**config.mk**
```make
export PLATFORM = sky130hd
export DESIGN_NAME = resampler_frame_collector
export DESIGN_NICKNAME = d
export VERILOG_FILES = /design/src/rtl/resampler_pkg.sv /design/src/rtl/resampler_frame_slots.sv /design/src/rtl/resampler_frame_collector.sv
export SDC_FILE = /design/constraint.sdc
export NUM_CORES = 1
export LEC_CHECK = 0
export CAP_MARGIN = 25
export CORE_UTILIZATION = 35
export DETAILED_ROUTE_END_ITERATION = 8
export PLACE_DENSITY = 0.61
export SYNTH_ARGS = -nofsm -noshare
export SYNTH_HDL_FRONTEND = slang
export SYNTH_SLANG_ARGS = --single-unit
```
**constraint.sdc**
```tcl
create_clock -name clk -period 2.5 [get_ports clk]
set_clock_uncertainty 0.05 [all_clocks]
set_input_delay 0.75 -clock clk [delete_from_list [all_inputs] [get_ports clk]]
set_output_delay 0.75 -clock clk [all_outputs]
set_load 0.1 [all_outputs]
```
**src/rtl/resampler_pkg.sv**
```systemverilog
// Shared definitions for the multichannel resampler and its frame collector.
// Sample width, channel-count defaults and the collector state encoding live here.
package resampler_pkg;

   localparam int SAMPLE_W        = 24;
   localparam int NUM_CH_DEF      = 8;
   localparam int NUM_CH_LOG2_DEF = 3;

   typedef enum logic [1:0] {
      ST_IDLE,
      ST_REQUEST,
      ST_COLLECT,
      ST_PRESENT
   } collector_state_e;

endpackage

```
**src/rtl/resampler_frame_slots.sv**
```systemverilog
// Per-channel sample register bank with a one-hot-or-more write mask.
// Every channel whose mask bit is set captures the shared write word.
module resampler_frame_slots
   import resampler_pkg::*;
#(
   parameter int NUM_CH = NUM_CH_DEF
) (
   input  logic                       clk,
   input  logic                       rst_n,
   input  logic [NUM_CH-1:0]          wr_en_i,
   input  logic [SAMPLE_W-1:0]        wr_data_i,
   output logic [SAMPLE_W*NUM_CH-1:0] slots_o
);

   logic [SAMPLE_W*NUM_CH-1:0] slots_q;

   always_ff @(posedge clk or negedge rst_n) begin
      if (!rst_n) begin
         slots_q <= '0;
      end else begin
         for (int k = 0; k < NUM_CH; k++) begin
            if (wr_en_i[k]) begin
               slots_q[k*SAMPLE_W +: SAMPLE_W] <= wr_data_i;
            end
         end
      end
   end

   assign slots_o = slots_q;

endmodule

```
**src/rtl/resampler_frame_collector.sv**
```systemverilog
// Requests one sample per channel on each frame tick, assembles the replies into a
// frame, and presents it downstream; flags channels that never answer and dropped ticks.
module resampler_frame_collector
   import resampler_pkg::*;
#(
   parameter int NUM_CH       = NUM_CH_DEF,
   parameter int NUM_CH_LOG2  = NUM_CH_LOG2_DEF,
   parameter int TIMEOUT      = 1024,
   parameter int TIMEOUT_LOG2 = 10
) (
   input  logic                       clk,
   input  logic                       rst_n,
   input  logic                       frame_tick_i,
   output logic [NUM_CH-1:0]          pop_o,
   input  logic [SAMPLE_W-1:0]        data_i,
   input  logic [NUM_CH-1:0]          ack_i,
   output logic [SAMPLE_W*NUM_CH-1:0] frame_o,
   output logic                       frame_valid_o,
   input  logic                       frame_ready_i,
   output logic [NUM_CH-1:0]          underrun_o,
   input  logic                       clear_i,
   output logic                       missed_tick_o
);

   if ((NUM_CH > (1 << NUM_CH_LOG2)) || (TIMEOUT > (1 << TIMEOUT_LOG2))) begin : g_bad_params
      $error("resampler_frame_collector: LOG2 parameters too small");
   end

   localparam logic [TIMEOUT_LOG2-1:0] TIMER_LAST = TIMEOUT_LOG2'(TIMEOUT - 1);

   collector_state_e          state_q, state_d;
   logic [NUM_CH-1:0]         got_q, got_d;
   logic [TIMEOUT_LOG2-1:0]   timer_q, timer_d;
   logic [NUM_CH-1:0]         underrun_q, underrun_d;
   logic                      missed_q, missed_d;
   logic [NUM_CH-1:0]         slot_wr_en;
   logic [NUM_CH-1:0]         new_underrun;
   logic [NUM_CH-1:0]         got_after;

   always_ff @(posedge clk or negedge rst_n) begin
      if (!rst_n) begin
         state_q    <= ST_IDLE;
         got_q      <= '0;
         timer_q    <= '0;
         underrun_q <= '0;
         missed_q   <= 1'b0;
      end else begin
         state_q    <= state_d;
         got_q      <= got_d;
         timer_q    <= timer_d;
         underrun_q <= underrun_d;
         missed_q   <= missed_d;
      end
   end

   assign got_after = got_q | ack_i;

   // A completion landing on the last timer cycle takes priority over the timeout.
   always_comb begin
      state_d      = state_q;
      got_d        = got_q;
      timer_d      = timer_q;
      slot_wr_en   = '0;
      new_underrun = '0;
      unique case (state_q)
         ST_IDLE: begin
            if (frame_tick_i) begin
               state_d = ST_REQUEST;
            end
         end
         ST_REQUEST: begin
            got_d   = '0;
            timer_d = '0;
            state_d = ST_COLLECT;
         end
         ST_COLLECT: begin
            slot_wr_en = ack_i & ~got_q;
            got_d      = got_after;
            timer_d    = timer_q + TIMEOUT_LOG2'(1);
            if (&got_after) begin
               state_d = ST_PRESENT;
            end else if (timer_q == TIMER_LAST) begin
               state_d      = ST_PRESENT;
               new_underrun = ~got_after;
            end
         end
         ST_PRESENT: begin
            if (frame_ready_i) begin
               state_d = ST_IDLE;
            end
         end
         default: begin
            state_d = ST_IDLE;
         end
      endcase
   end

   assign underrun_d = (clear_i ? '0 : underrun_q) | new_underrun;
   assign missed_d   = frame_tick_i && (state_q != ST_IDLE);

   resampler_frame_slots #(
      .NUM_CH (NUM_CH)
   ) u_slots (
      .clk       (clk),
      .rst_n     (rst_n),
      .wr_en_i   (slot_wr_en),
      .wr_data_i (data_i),
      .slots_o   (frame_o)
   );

   assign pop_o         = {NUM_CH{state_q == ST_REQUEST}};
   assign frame_valid_o = (state_q == ST_PRESENT);
   assign underrun_o    = underrun_q;
   assign missed_tick_o = missed_q;

endmodule

```
Word-level counts from Yosys, hierarchy flattened. Index checks and enable logic that the tools add are counted.

Output and inout port bits: 210. Bits of input ports: 37. Word-level logic and storage cells: 44. Bits in registers: 221. Bits in writable memories: 0. Memories kept: 0. Bits in read-only memories: 0. Latch bits: 0.

Bitwise gates (word level): 5. Shift operators: 0. $add $sub $neg: 1. $mul: 0. Reductions and logical operators: 6. Mux-type cells: 12. Equality and inequality tests: 7. $lt $le $gt $ge: 0. Div/mod/pow operators: 0.

Operators with widths (count): $mux W8 (5); $pmux W10 S2 (1); $not A8 Y8 (2); $or A8 B8 Y8 (2); $pmux W8 S2 (1); $add A10 B1 Y10 const B (1); $eq A10 B10 Y1 const B (1); $and A8 B8 Y8 (1); $mux W2 (4); $pmux W2 S4 (1); $reduce_and A8 Y1 (1); $eq A2 B2 Y1 const B (2); $reduce_bool A2 Y1 (2); $ne A3 B3 Y1 const B (1); $reduce_and A3 Y1 (1); $eq A2 B1 Y1 const B (1); $logic_not A2 Y1 (1); $ne A2 B1 Y1 const B (1); $ne A2 B2 Y1 const B (1); $logic_and A1 B1 Y1 (1).

Logic depth before layout (Yosys ltp).
Word-level depth: 6. Mapped depth: 7. Mapped depth without buffers: 6.

Modules after synthesis. Synthesis repeated with hierarchy kept, for this count alone.

Cell total of the unflattened synthesis: 558. Area total of the unflattened synthesis: 9429.0 um2.

Modules (own cells, without submodules): resampler_frame_slots (seq. area each 4804.6 um2, cells each 408, area an instance 7977.7 um2, times used 1); resampler_frame_collector (seq. area each 725.7 um2, cells each 150, area an instance 1451.4 um2, times used 1).

Least setup slack after synthesis. OpenSTA, ideal clock, no wires.

Path type: register -> output. From: reg state_q[1]. To: out pop_o[1]. Setup slack: -104 ps. Cell stages (with the launch flop): 4. Data required time: 1700 ps. Data arrival time: 1804 ps. Path buffers: 1. Cell sequence: dfrtp_1 > inv_1 > ha_1 > buf_4.

Longest elaborated chain between the ends: 1.

RTL lines: start: declaration (RTL line resampler_frame_collector.sv:31) `collector_state_e state_q, state_d;`; start signal: assignment (RTL line resampler_frame_collector.sv:48) `state_q <= state_d;`; $eq A2 B1 Y1 (RTL line resampler_frame_collector.sv:111) `assign pop_o = {NUM_CH{state_q == ST_REQUEST}};`; end: declaration (RTL line resampler_frame_collector.sv:14) `output logic [NUM_CH-1:0] pop_o,`.

Every way passes these cells.

Worst setup path in the final report.
From: reg state_q[1]. To: out pop_o[6].

Same word-level chain as after synthesis.

==> results.md <==
* Startpoint types: register
* Fin crit period at 2364 ps
* Layout cells sized above 1 at 52.58%
* Worst Hold Margin at 160.3 ps
* Routed WL at 22740 µm
* # fillers at 2103
* Vias at 5630
* Syn avg cell area at 15.58 µm²
* WP data arrival at 1560 ps
* Slew HR at 62.41%
* CTS clk-pin slew, worst paths at 60 ps
* TritonCTS Buffers at 25
* Seq cells post-synth at 221
* Antenna diode instance count at 0
* CP max FO at 8
* Commonest non-fill, non-tap cell in the layout: dfrtp_1
* Initial Util at 35.58%
* Vias per cell at 4.866
* Initial DRC count at 260
* Syn Nets at 594
* Tot GR Track Use at 18.47%
* Fmax achieved at 423.1 MHz
* Core ar. at 24180 µm²
* Slew @ Worst Pin at 563.9 ps
* CTS tree: built
* Final setup viols at 0
* Clk Latency, worst-skew pair at 510 ps
* Overflow left after global routing at 0
* Hold_buf cts at 0
* Crit Path Class: register to primary output
* Chip height at 158.8 µm
* Routed Antenna Nets at 0
* Placed cells at 1114
* CTS resizes at 1
* Mapped Cells at 552
* DRC violations left at 0
* Hold Vio Cnt, Final at 0
* H-tree depth at 1
* Final Cell Area at 11990 µm²
* Crit end category: primary output
* Mapped Area at 8602 µm²
* RSZ-0062 raised after global routing: no
* Hold WC Path Type: input port to async pin
* Met1 Wirelength at 9968 µm
* Final worst-path cycle share at 94.55%
* Max-slew violation count at 0
* Routability cong. at 0.7825
* Status: complete, no violations
* Num ports at 247
* Largest net degree at the start of global routing at 52
* DR top layer: met4
* Met2 Wirelength at 11080 µm
* Die area at 25210 µm²
* Required time of the worst setup path at 1700 ps
* Finished Layout Cells at 1157
* Pre-antenna DRT Iters at 4
* Nets@finish at 859
* Yosys warns at 0
* Worst reg-to-reg path cell count at 5
* First-pass GRT wire length at 36400 µm
* Instance area at placement at 11200 µm²
* Setup bufs post-CTS at 0
* CTS Buffer Depth at 3
* CTS Root Cell: clkbuf_16
* PortBufs at 246
* Die W at 158.8 µm
* DR WL/cell at 19.66 µm
* Vias in the first global route at 6015
* Most frequent cells in the layout: dfrtp_1 (221), buf_4 (210), mux2_2 (157), mux2_1 (35), clkdlybuf4s50_1 (35)
* Register area share after synthesis at 64.29%
* Max Cap Viol at 0
* Row Count at 57
* Setup_tns at 0 ps
* Met3 Wirelength at 1094 µm
* Clock tree sinks at 221
* Antenna violations before repair at 0
* Layout area overhead at 39.43%
* Yosys cell types at 34
* Dpl hpwl at 15860 µm
## layout make-up
class	instances	area (µm²)	area share (%)
well taps	324	405.4	3.380
inverters	15	56.30	0.4694
repair buffers	267	2361	19.68
clock buffers	37	720.7	6.009
flip-flops and latches	221	5530	46.11
multi-input cells	287	2861	23.86
clock inverters	6	58.81	0.4903
## routing by layer
layer | up-vias | track usage, %
li1 | 2510 | -
met1 | 2901 | 24.46
met2 | 173 | 30.76
met3 | 46 | 3.239
met4 | 0 | 5.737
met5 | - | 0
## worst max-delay path, stage by stage, from the launching register on
cell and delay (ps):
dfrtp_1 400, inv_1 140, ha_4 310, buf_12 210
## cell usage after synthesis
cell	count	area share [%]
o21ai_1	1	0.058
mux2i_1	2	0.23
inv_1	15	0.65
and2_1	1	0.073
o22ai_1	4	0.29
nor2_1	16	0.70
a31oi_1	3	0.22
nand3_4	1	0.20
nor3_1	4	0.23
o32ai_2	8	1.5
buf_2	16	0.93
clkbuf_1	2	0.087
nand4_1	2	0.15
buf_4	10	0.87
nor2b_1	1	0.073
mux2_2	157	21
nand3_1	3	0.17
mux2_1	35	4.6
a32o_1	1	0.12
a22o_1	2	0.20
dfrtp_1	221	64
buf_1	1	0.044
xnor2_1	2	0.20
nand3b_1	8	0.70
or3_1	1	0.073
o2bb2ai_1	2	0.20
and4_4	2	0.26
a211oi_1	1	0.087
o21ai_0	5	0.29
nand3b_2	1	0.13
a221o_1	1	0.12
ha_1	5	0.73
nand2_1	6	0.26
a21oi_1	12	0.70
## state kept, by name (all words and copies together), names as in the netlist
register,count
missed_tick_o,1
state_q,2
u_slots.slots_o,192
got_q,8
timer_q,10
underrun_o,8
## per-stage QoR
step / utilization [%] / worst slack [ps]
after global placement: 46.34 / 162.3
after detailed placement: 46.34 / 176.5
after floorplan: - / 261.6
final: 49.61 / 136.3
after CTS: 49.61 / 107.5
after global routing: 49.61 / 85.44
## path summary, 6_finish.rpt
kind,startpoint,end,slack [ps]
setup / recovery,state_q[1],pop_o[6],140
setup reg to reg,state_q[0],u_slots.slots_o[53],420
hold / removal,rst_n,u_slots.slots_o[9],160
max in group asynchronous,rst_n,underrun_o[1],1590
hold reg to reg,u_slots.slots_o[5],u_slots.slots_o[5],440
min in group clk,u_slots.slots_o[5],u_slots.slots_o[5],440
## kinds of logic after synthesis
kind of cell	synth area share, %
buffers and inverters	2.589
adder cells (fa/ha/maj)	0.7273
AND/OR/NAND/NOR	3.026
AO/OA/AOI/OAI	3.796
flip-flops	64.29
multiplexers	25.37
XOR/XNOR	0.2037
Power is not shown: default switching activity piles up to over one toggle a cycle in this logic, so the estimate is an artifact.
==> edit 1 (same settings) <==
Set the package constant `SAMPLE_W` to 48 (it was 24).
--- a/src/rtl/resampler_pkg.sv
+++ b/src/rtl/resampler_pkg.sv
@@ -3,5 +3,5 @@
 package resampler_pkg;
 
-   localparam int SAMPLE_W        = 24;
+   localparam int SAMPLE_W        = 48;
    localparam int NUM_CH_DEF      = 8;
    localparam int NUM_CH_LOG2_DEF = 3;
Interface: changed (resized data_i and frame_o); port bits go from 247 to 463. No check against the original RTL was run, so the function may have changed too.
==> edit 1 against the unedited design <==
  * Routed wire length grew 94%
  * Worst setup slack lost 0.037 ns
  * Global-route usage grew 0.66 points
  * Critical endpoint is now pop_o[3]
  * Highest routed layer unchanged
  * Hold slack lost 0.12 ns
  * Register-to-register slack gained 0.04 ns
  * Sequential cell count grew 192
  * Design area grew 82%
  * Utilization shrank 0.11 points
  * Sequential share of layout area grew 1.2 points
  * Area after synthesis grew 82%
Power is left out: the tool's default activity adds up to more than one toggle a clock period on the data nets, which glitch-free logic cannot reach.
==> edit 1: results <==
[clocking]
htree_num_levels = 2
cts_inserted_buffers = 45
clkLatencyLatePin_ns = 0.57

[synthesis]
synth.distinct_cells = 35
ys_seq_area_share_pct = 66.10
synth.top_cells.by_count = "dfrtp_1 (413), mux2_2 (383), buf_2 (38)"
syn_nets = 1026

[routing]
firstDrtPassIters = 6
vias_per_cell = 4.812
drtIter0Drc = 390

[global_route]
grt_pass1_wl_um = 65030
grt_max_degree = 65

[place]
gp_congestion = 0.7775
dp_hpwl_um = 30510
post_dp_cell_area_um2 = 20310
io_buffers = 462

[final_layout]
num-nets-final = 1510
fin_area_um2 = 21840
drive_gt1_share_pct = 60.37
largest_reg_flops = 384
fill_cells = 3914

[critical_path]
worstPathArrival_ns = 1.60
reg2reg_to = "u_slots.slots_o[323]"

[sta]
holdWs_ns = 0.03631
max_slew_margin_pct = 65.30

[run_status]
status = "finished, final reports clean"
edit 1: cell count changes after synthesis, sizes merged:
cell	delta
dfrtp	+192
buf	+24
mux2	+192
edit 1: layer usage:
| metal | up-vias | share of wire, % | global-route usage (%) |
|---|---|---|---|
| met1 | 5141 | 43 | 25.01 |
| li1 | 4392 | - | - |
| met3 | 64 | 9.2 | 7.630 |
| met4 | 0 | 1.9 | 4.852 |
| met5 | - | 0 | 0 |
| met2 | 331 | 46 | 29.56 |
edit 1: layout make-up:
type	instances	area share [%]
well taps	592	3.391
repair buffers	490	19.33
flip-flops and latches	413	47.32
multi-input cells	479	22.72
clock inverters	12	0.8879
clock buffers	62	6.101
inverters	15	0.2578
edit 1: cell families after synthesis:
kind of cell,Yosys count,synth area share (%)
flops,413,66.10
mux,386,27.78
buf+inv,68,2.297
simple gates,46,1.601
compound gates,40,1.705
fa+ha+maj,5,0.4001
xor+xnor,2,0.1121
edit 1: worst max-delay path by stage:
stage                           endpoint  slack [ns]  cells after the start
floorplan                       pop_o[1]        0.26                      3
global placement    u_slots.slots_o[138]        0.13                      4
detailed placement  u_slots.slots_o[135]        0.13                      4
CTS                             pop_o[3]        0.02                      3
global route                    pop_o[3]        0.03                      3
finish                          pop_o[3]         0.1                      3
edit 1: metrics by stage:
| stage | setup WS, ns | std cells |
|---|---|---|
| after floorplan | 0.2616 | 960 |
| after detailed placement | 0.1297 | 1989 |
| after CTS | 0.02438 | 2063 |
| after global placement | 0.1280 | 1989 |
| final | 0.09963 | 2063 |
| after global routing | 0.02882 | 2063 |
edit 1: worst max-delay path, cell delays in order (launching register included):
cell	delay, ns
dfrtp_1	0.41
inv_2	0.10
ha_4	0.30
buf_12	0.22
==> edit 2 (same settings) <==
Without the edit above. Make the reset (`rst_n`) synchronous in 2 clocked blocks.
--- a/src/rtl/resampler_frame_slots.sv
+++ b/src/rtl/resampler_frame_slots.sv
@@ -15,5 +15,5 @@
    logic [SAMPLE_W*NUM_CH-1:0] slots_q;
 
-   always_ff @(posedge clk or negedge rst_n) begin
+   always_ff @(posedge clk) begin
       if (!rst_n) begin
          slots_q <= '0;
--- a/src/rtl/resampler_frame_collector.sv
+++ b/src/rtl/resampler_frame_collector.sv
@@ -38,5 +38,5 @@
    logic [NUM_CH-1:0]         got_after;
 
-   always_ff @(posedge clk or negedge rst_n) begin
+   always_ff @(posedge clk) begin
       if (!rst_n) begin
          state_q    <= ST_IDLE;
Check against the original RTL: differs if rst_n is asserted again (counterexample within 4 cycles, from zero or initial values and one cycle with rst_n low); with rst_n held inactive, the same outputs for 4 cycles.
==> edit 2 against the unedited design <==
  * Critical path depth unchanged
  * Largest cell class unchanged
  * Sequential share of layout area shrank 8.4 points
  * Worst setup slack better by 0.077 ns
  * Die area is essentially flat
  * Area after synthesis barely moved
  * Count of clock-buffer cells in the layout is the same
  * Routed wire length up 18%
  * Design area fell by 2.3%
  * Sequential cell count unchanged
  * Critical path type unchanged
  * Utilization shrank 1.3 points
==> edit 2: results <==
[final_layout]
num-nets-final = 1274
fill_cells = 2404

[clocking]
post_cts_buffers = 0

[global_route]
grt_max_degree = 50
grt_use_met2_pct = 33.93
grt_use_met1_pct = 27.88
grt_usage_pct = 20.62
use_met3_pct = 4.493
grt_pass1_vias = 6710

[place]
post_dp_cell_area_um2 = 10870
dp_hpwl_um = 18140
dp_worst_setup_slack_ns = 0.07470

[critical_path]
ff2ff_path_depth = 7
crit_slowest_cell = "dfxtp_1"
worstPathArrival_ns = 1.49

[routing]
via_count = 7321
avgRoutedWirePerCell_um = 16.99
drtIter0Drc = 487
firstDrtPassIters = 5

[synthesis]
syn_nets = 1072
ys_top_cells_by_area = "dfxtp_1 (51%), nand2_1 (17%), a21boi_1 (12%), a21boi_0 (5.3%), clkbuf_1 (2.0%)"
synth.top_cells.by_count = "nand2_1 (399), dfxtp_1 (221), a21boi_1 (132)"
ys_seq_area_share_pct = 51.43
synth.distinct_cells = 31
ys.flop_type = "dfxtp_1"
async_flop_share_pct = 0

[floorplan]
fp.coreArea_um2 = 24250

[min_path]
holdCritPathClass = "reg -> reg"

[run_status]
status = "finished, final reports clean"
edit 2: cell count changes after synthesis, moves of 16 or more:
cell,before,now
nand2_1,6,399
dfrtp_1,221,0
dfxtp_1,0,221
mux2_2,157,0
a21boi_1,0,132
a21boi_0,0,61
clkbuf_1,2,46
mux2_1,35,0
nor2b_1,1,17
edit 2: layout make-up:
type	count	area share, %
clock buffers	37	6.235
clock inverters	7	0.9395
inverters	6	0.1922
multi-input cells	704	31.03
flip-flops and latches	221	37.75
well taps	324	3.459
repair buffers	275	20.39
edit 2: per-stage QoR:
stage,util [%],hold slack [ns],total power (µW),instances
6_report,48.33,0.4020,13770,1574
5_1_grt,48.33,0.4177,14310,1574
4_1_cts,48.29,0.4046,13880,1574
3_5_place_dp,44.82,0.3962,10120,1530
3_3_place_gp,44.82,0.3917,10090,1530
2_1_floorplan,-,0.4152,8679,1030
edit 2: logic make-up (layout without fill, tap and decap cells):
logic type | after synthesis | count (layout) | synth area share [%]
fa+ha+maj | 5 | 5 | 0.7272
compound gates | 216 | 216 | 18.37
simple gates | 474 | 474 | 22.06
flops | 221 | 221 | 51.43
xor+xnor | 7 | 7 | 0.7126
buf+inv | 105 | 325 | 6.472
mux | 2 | 2 | 0.2327
edit 2: metal layers:
metal  share of wire [%]  vias to the layer above
li1                    -                     3675
met1                  46                     3422
met2                  46                      193
met3                 6.3                       31
met4                 1.4                        0
met5                   0                        -
edit 2: final timing paths:
path | slack (ns) | to | from
worst max register to register | 0.53 | u_slots.slots_o[168] | state_q[0]
worst min-delay path | 0.40 | u_slots.slots_o[187] | u_slots.slots_o[187]
worst min register to register | 0.40 | u_slots.slots_o[187] | u_slots.slots_o[187]
worst max-delay path | 0.21 | pop_o[7] | state_q[1]
edit 2: what timing repair did:
| action | CTS | global route |
|---|---|---|
| hold endpoints to repair | 0 | 0 |
| endpoints found under the setup margin | 0 | 8 |
| gates resized for setup | 0 | 1 |
edit 2: power groups by stage:
stage	registers (µW)	logic [µW]	clock network, µW
finish	4220	5810	3740
global placement	4280	5800	0
global route	4270	6060	3980
CTS	4220	5830	3830
detailed placement	4290	5830	0
floorplan	6800	1870	0
edit 2: worst register-to-register path: stages (launching register included):
cell and delay, ns:
dfxtp_1 0.36, inv_1 0.10, ha_1 0.51, nand2_1 0.16, or2_1 0.24, buf_4 0.25, nand2_1 0.12, a21boi_0 0.07
